`src/rtl/mem_arbiter.sv`:
```
// mem_arbiter: single-port RAM arbiter between instruction fetch and data ports, one transaction in flight.
module mem_arbiter #(
  parameter int MEM_LAT    = 1,
  parameter int STARVE_LIM = 4
) (
  input  logic        clock,
  input  logic        reset,
  input  logic        if_req,
  input  logic [31:0] if_addr,
  output logic        if_gnt,
  output logic        if_rvalid,
  output logic [31:0] if_rdata,
  input  logic        d_req,
  input  logic        d_we,
  input  logic [31:0] d_addr,
  input  logic [31:0] d_wdata,
  output logic        d_gnt,
  output logic        d_rvalid,
  output logic [31:0] d_rdata,
  output logic        mem_en,
  output logic        mem_we,
  output logic [31:0] mem_addr,
  output logic [31:0] mem_wdata,
  input  logic [31:0] mem_rdata,
  output logic        busy
);
  typedef enum logic [1:0] {IDLE, ISSUE, WAIT, RESP} state_t;
  localparam logic [3:0] LIM = 4'(STARVE_LIM);
  localparam logic [3:0] LAT = 4'(MEM_LAT);
  state_t      state_q, state_d;
  logic [3:0]  cnt_q, cnt_d, streak_q, streak_d;
  logic        own_d_q, own_d_d, we_q, we_d;
  logic [31:0] addr_q, addr_d, wdata_q, wdata_d;
  logic [31:0] if_rdata_q, if_rdata_d, d_rdata_q, d_rdata_d;
  logic        pick_f, pick_d;
  always_comb begin
    state_d    = state_q;
    cnt_d      = cnt_q;
    streak_d   = streak_q;
    own_d_d    = own_d_q;
    we_d       = we_q;
    addr_d     = addr_q;
    wdata_d    = wdata_q;
    if_rdata_d = if_rdata_q;
    d_rdata_d  = d_rdata_q;
    pick_f     = 1'b0;
    pick_d     = 1'b0;
    if (state_q == IDLE) begin
      // fetch only overtakes data once the data streak has reached its limit
      pick_f = if_req & (~d_req | (streak_q == LIM));
      pick_d = d_req & ~pick_f;
      if (pick_f | pick_d) begin
        state_d = ISSUE;
        own_d_d = pick_d;
        we_d    = pick_d & d_we;
        addr_d  = pick_d ? d_addr : if_addr;
        wdata_d = pick_d ? d_wdata : 32'd0;
      end
      if (pick_f) streak_d = 4'd0;
      else if (pick_d) streak_d = ~if_req ? 4'd0 : (streak_q == LIM) ? LIM : streak_q + 4'd1;
    end else if (state_q == ISSUE) begin
      state_d = WAIT;
      cnt_d   = LAT;
    end else if (state_q == WAIT) begin
      cnt_d = cnt_q - 4'd1;
      if (cnt_q == 4'd1) begin
        state_d = RESP;
        if (own_d_q) d_rdata_d = we_q ? 32'd0 : mem_rdata;
        else if_rdata_d = mem_rdata;
      end
    end else begin
      state_d = IDLE;
    end
  end
  always_ff @(posedge clock) begin
    if (reset) begin
      state_q    <= IDLE;
      cnt_q      <= '0;
      streak_q   <= '0;
      own_d_q    <= 1'b0;
      we_q       <= 1'b0;
      addr_q     <= '0;
      wdata_q    <= '0;
      if_rdata_q <= '0;
      d_rdata_q  <= '0;
    end else begin
      state_q    <= state_d;
      cnt_q      <= cnt_d;
      streak_q   <= streak_d;
      own_d_q    <= own_d_d;
      we_q       <= we_d;
      addr_q     <= addr_d;
      wdata_q    <= wdata_d;
      if_rdata_q <= if_rdata_d;
      d_rdata_q  <= d_rdata_d;
    end
  end
  // every output is forced low while reset is asserted
  assign if_gnt    = pick_f & ~reset;
  assign d_gnt     = pick_d & ~reset;
  assign mem_en    = (state_q == ISSUE) & ~reset;
  assign mem_we    = mem_en & we_q;
  assign mem_addr  = mem_en ? addr_q : 32'd0;
  assign mem_wdata = mem_en ? wdata_q : 32'd0;
  assign if_rvalid = (state_q == RESP) & ~own_d_q & ~reset;
  assign d_rvalid  = (state_q == RESP) & own_d_q & ~reset;
  assign if_rdata  = reset ? 32'd0 : if_rdata_q;
  assign d_rdata   = reset ? 32'd0 : d_rdata_q;
  assign busy      = (state_q != IDLE) & ~reset;
endmodule
```
`config.mk`:
```
export PLATFORM = sky130hd
export DESIGN_NAME = mem_arbiter
export DESIGN_NICKNAME = d
export VERILOG_FILES = /design/src/rtl/mem_arbiter.sv
export SDC_FILE = /design/constraint.sdc
export NUM_CORES = 1
export LEC_CHECK = 0
export ABC_AREA = 1
export BUFFER_PORTS_ARGS = -buffer_cell sky130_fd_sc_hd__buf_2
export CORE_MARGIN = 2
export CORE_UTILIZATION = 45
export DETAILED_ROUTE_END_ITERATION = 8
export PLACE_DENSITY = 0.75
export SYNTH_ARGS = -nofsm -noshare
export SYNTH_HDL_FRONTEND = slang
export SYNTH_SLANG_ARGS = --single-unit
export TNS_END_PERCENT = 50
```
`constraint.sdc`:
```
create_clock -name clock -period 2.4 [get_ports clock]
set_input_delay 0.12 -clock clock [delete_from_list [all_inputs] [get_ports clock]]
set_output_delay 0.12 -clock clock [all_outputs]
set_load 0.02 [all_outputs]
```
==> impl_metrics.sql <==
INSERT INTO impl_metrics (metric_group, metric, value, unit) VALUES
('sta', 'timing.final.max_slew_violations', '0', ''),
('layout', 'final_net_count', '1537', ''),
('layout', 'final-seq-area', '2803', 'um^2'),
('synth', 'post_synth_instance_area', '6857', 'um^2'),
('layout', 'multiInputGateArea', '2993', 'um^2'),
('synth', 'synth_edf_count', '0', ''),
('synth', 'synth_nets', '1222', ''),
('global_route', 'grt_first_pass_wirelength', '31.26', 'mm'),
('setup_path', 'crit_arrival', '2.09', 'ns'),
('setup_path', 'worst-endpoint-required', '2.28', 'ns'),
('synth', 'synthDistinctLibCells', '24', ''),
('setup_path', 'worst-path-max-fanout', '22', ''),
('place', 'dp.cells', '1478', ''),
('pwr', 'pwr_density_cell', '790.0', 'nW/um^2'),
('synth', 'flip_flop_and_latch_count_after_synthesis', '140', ''),
('synth', 'yosys.cell_count.top_type', 'sky130_fd_sc_hd__nor2_1', ''),
('sta', 'max_freq', '452.7', 'MHz'),
('detailed_routing', 'drt-initial-drc-count', '367', ''),
('synth', 'post_synth_most_frequent_cells', 'sky130_fd_sc_hd__nor2_1, sky130_fd_sc_hd__inv_1, sky130_fd_sc_hd__nand2_1', ''),
('place', 'port_buffers', '267', ''),
('floorplan', 'die-width', '127.4', 'um'),
('setup_path', 'worst_setup_path_start_kind', 'register', ''),
('setup_path', 'worstSetupEndpointType', 'output port', ''),
('layout', 'layoutNonFillerInstCount', '1597', ''),
('floorplan', 'die_area', '16240', 'um^2'),
('clocking', 'clkSlewWorstSetupHoldPaths', '0.06', 'ns'),
('sta', 'finalHoldViolCount', '0', ''),
('synth', 'yosys_warnings', '0', ''),
('detailed_routing', 'detailedRoute.firstPassIterationCount', '5', ''),
('place', 'dp.final_hpwl', '12.11', 'mm'),
('layout', 'drive_above_1_share', '0.2301', ''),
('clocking', 'cts_buffers', '17', ''),
('floorplan', 'design.portCount', '268', ''),
('layout', 'fillCellCount', '1361', ''),
('clocking', 'root_buffer', 'sky130_fd_sc_hd__clkbuf_16', ''),
('detailed_routing', 'vias', '7474', ''),
('pwr', 'vdd_drop_max', '502.2', 'uV'),
('detailed_routing', 'route.final.wire_length', '19.57', 'mm'),
('global_route', 'grt_pass1_vias', '6904', ''),
('place', 'global_placer_s_final_weighted_congestion', '0.7984', ''),
('sta', 'max-slew-margin-rel', '0.5873', ''),
('floorplan', 'start_util', '0.4561', ''),
('clocking', 'cts_tree', 'done', ''),
('synth', 'sequential_area_share_after_synthesis', '0.4088', ''),
('synth', 'asyncSetResetFlopFracSynth', '0', ''),
('synth', 'synth_top_area_frac', '0.4088', ''),
('global_route', 'grt_remaining_overflow', '0', ''),
('sta', 'final.min_clock_period', '2.209', 'ns'),
('synth', 'cells_after_synthesis', '1080', ''),
('setup_path', 'worstSetupPathType', 'register to output port', ''),
('synth', 'post_synth_main_area_contributors', 'sky130_fd_sc_hd__dfxtp_1, sky130_fd_sc_hd__nor2_1, sky130_fd_sc_hd__inv_1, sky130_fd_sc_hd__nand2_1, sky130_fd_sc_hd__o21ai_0', ''),
('layout', 'syn_to_final_growth', '40.71', '%'),
('run_status', 'run_status', 'complete, no violations', ''),
('layout', 'final_area', '9648', 'um^2'),
('detailed_routing', 'ant_nets', '0', ''),
('detailed_routing', 'drc', '0', ''),
('floorplan', 'chipHeight', '127.4', 'um'),
('clocking', 'worst_skew_pair.late_latency', '0.42', 'ns'),
('floorplan', 'coreArea', '15030', 'um^2'),
('synth', 'yosys_most_used_dff', 'sky130_fd_sc_hd__dfxtp_1', ''),
('pwr', 'static-leakage-power', '4.585', 'nW'),
('global_route', 'grt_start_max_net_pins', '69', ''),
('sta', 'final.setup_skew', '0.01151', 'ns'),
('layout', 'final_core_utilization', '0.6418', ''),
('sta', 'unrepaired_setup_endpoints_after_global_routing', 'no', ''),
('sta', 'setup_viol', '0', ''),
('global_route', 'grtUsageTotal', '0.2357', ''),
('global_route', 'grt_antenna_before_repair', '1', ''),
('clocking', 'clock_tree.buffer_depth', '2', ''),
('detailed_routing', 'detail_route.vias_per_cell', '4.680', ''),
('floorplan', 'std_cell_rows', '45', ''),
('place', 'placed_area', '8185', 'um^2'),
('hold_path', 'path_type_of_the_worst_min_delay_path', 'primary input to register', ''),
('synth', 'synth.avg_cell_area', '6.349', 'um^2'),
('sta', 'whs', '0.008415', 'ns'),
('detailed_routing', 'avgRoutedWirePerCell', '12.25', 'um'),
('sta', 'setup_tns', '0', 'ns'),
('job', 'cap_violations', '0', ''),
('sta', 'post-route-period-util', '0.9203', ''),
('clocking', 'clock_sink_count', '140', ''),
('sta', 'max_slew.worst_pin.slew', '0.6191', 'ns'),
('synth', 'netlist.top_cell.by_area', 'sky130_fd_sc_hd__dfxtp_1', ''),
('clocking', 'cts_max_level', '4', '');
[final timing paths]
path	from	to	slack, ns	cells after the start
max	streak_q[0]	if_gnt	0.19	8
max reg2reg	state_q[0]	streak_q[2]	0.46	8
min reg2reg	wdata_q[14]	wdata_q[14]	0.46	2
min	d_wdata[17]	wdata_q[17]	0.008	3
[logic make-up after synthesis]
kind of cell	share of synthesized area
fa+ha+maj	0.01642
xor+xnor	0.001278
compound gates	0.1040
flops	0.4088
simple gates	0.3113
buf+inv	0.1582
[power by group]
group,internal [W],total (W),leakage [nW],switching (W)
clock network,0.00161,0.00258,0.282,0.000975
logic,0.000785,0.00219,3.16,0.00141
registers,0.00267,0.00285,1.14,0.000176
[final cells by class]
class / instances / share of cell area
sequential: 140 / 0.2905
inverter: 186 / 0.07288
clock inverter: 10 / 0.01193
multi-input combinational: 684 / 0.3102
timing repair buffer: 366 / 0.2407
clock buffer: 22 / 0.04915
antenna: 1 / 0.0002594
tap: 188 / 0.02438
[worst max-delay path, stage by stage (launching register included)]
cell and delay (ns):
sky130_fd_sc_hd__dfxtp_1 0.33, sky130_fd_sc_hd__inv_1 0.09, sky130_fd_sc_hd__ha_1 0.15, sky130_fd_sc_hd__nand3_1 0.15, sky130_fd_sc_hd__nand2_1 0.16, sky130_fd_sc_hd__nand2_4 0.16
sky130_fd_sc_hd__buf_4 0.24, sky130_fd_sc_hd__nor3_2 0.19, sky130_fd_sc_hd__buf_2 0.21
[registers in the layout (all words and copies together), names as in the netlist]
| register | cells |
|---|---|
| cnt_q | 4 |
| we_q | 1 |
| streak_q | 4 |
| state_q | 2 |
| wdata_q | 32 |
| own_d_q | 1 |
| if_rdata_q | 32 |
| addr_q | 32 |
| d_rdata_q | 32 |
[routing by layer]
layer,GRT usage,routed length (um)
met1,0.2634,7842
met5,0,0
met2,0.4184,9882
met3,0.05402,1137
met4,0.1215,707
[cells in the final DEF (no fill, tap or decap), types with 2 or more instances in the layout]
master | synthesis | final
sky130_fd_sc_hd__clkbuf_16 | 0 | 17
sky130_fd_sc_hd__clkinv_2 | 0 | 3
sky130_fd_sc_hd__buf_4 | 10 | 12
sky130_fd_sc_hd__o21ai_0 | 68 | 68
sky130_fd_sc_hd__dlygate4sd3_1 | 0 | 86
sky130_fd_sc_hd__inv_2 | 3 | 4
sky130_fd_sc_hd__clkbuf_8 | 0 | 3
sky130_fd_sc_hd__nor2_1 | 304 | 303
sky130_fd_sc_hd__bufinv_16 | 0 | 2
sky130_fd_sc_hd__nand2_1 | 178 | 178
sky130_fd_sc_hd__inv_1 | 181 | 179
sky130_fd_sc_hd__clkinv_4 | 0 | 2
sky130_fd_sc_hd__a21oi_1 | 41 | 41
sky130_fd_sc_hd__nand4_1 | 34 | 34
sky130_fd_sc_hd__ha_1 | 9 | 9
sky130_fd_sc_hd__buf_12 | 0 | 2
sky130_fd_sc_hd__o21ai_1 | 32 | 32
sky130_fd_sc_hd__buf_2 | 25 | 266
sky130_fd_sc_hd__dfxtp_1 | 140 | 140
sky130_fd_sc_hd__nand3_1 | 3 | 3
sky130_fd_sc_hd__nand3_4 | 2 | 2
sky130_fd_sc_hd__clkinvlp_4 | 0 | 3
sky130_fd_sc_hd__inv_4 | 2 | 2
sky130_fd_sc_hd__clkbuf_1 | 20 | 2
sky130_fd_sc_hd__nor3_1 | 8 | 7
[metrics by stage]
stage	worst slack, ns	power [W]
floorplan	0.6152	0.004470
global placement	0.3733	0.004920
detailed placement	0.4024	0.004957
CTS	0.05803	0.007659
global route	0.09162	0.008119
finish	0.1913	0.007622
[timing repair]
action | 4_1_cts | 5_1_grt
setup buffers | 0 | 0
pin swaps | 0 | 0
resized for setup | 1 | 1
endpoints found under the hold margin | 113 | 0
hold buffers | 86 | 0
endpoints found under the setup margin | 1 | 1
(Power assumes the default switching activity.)
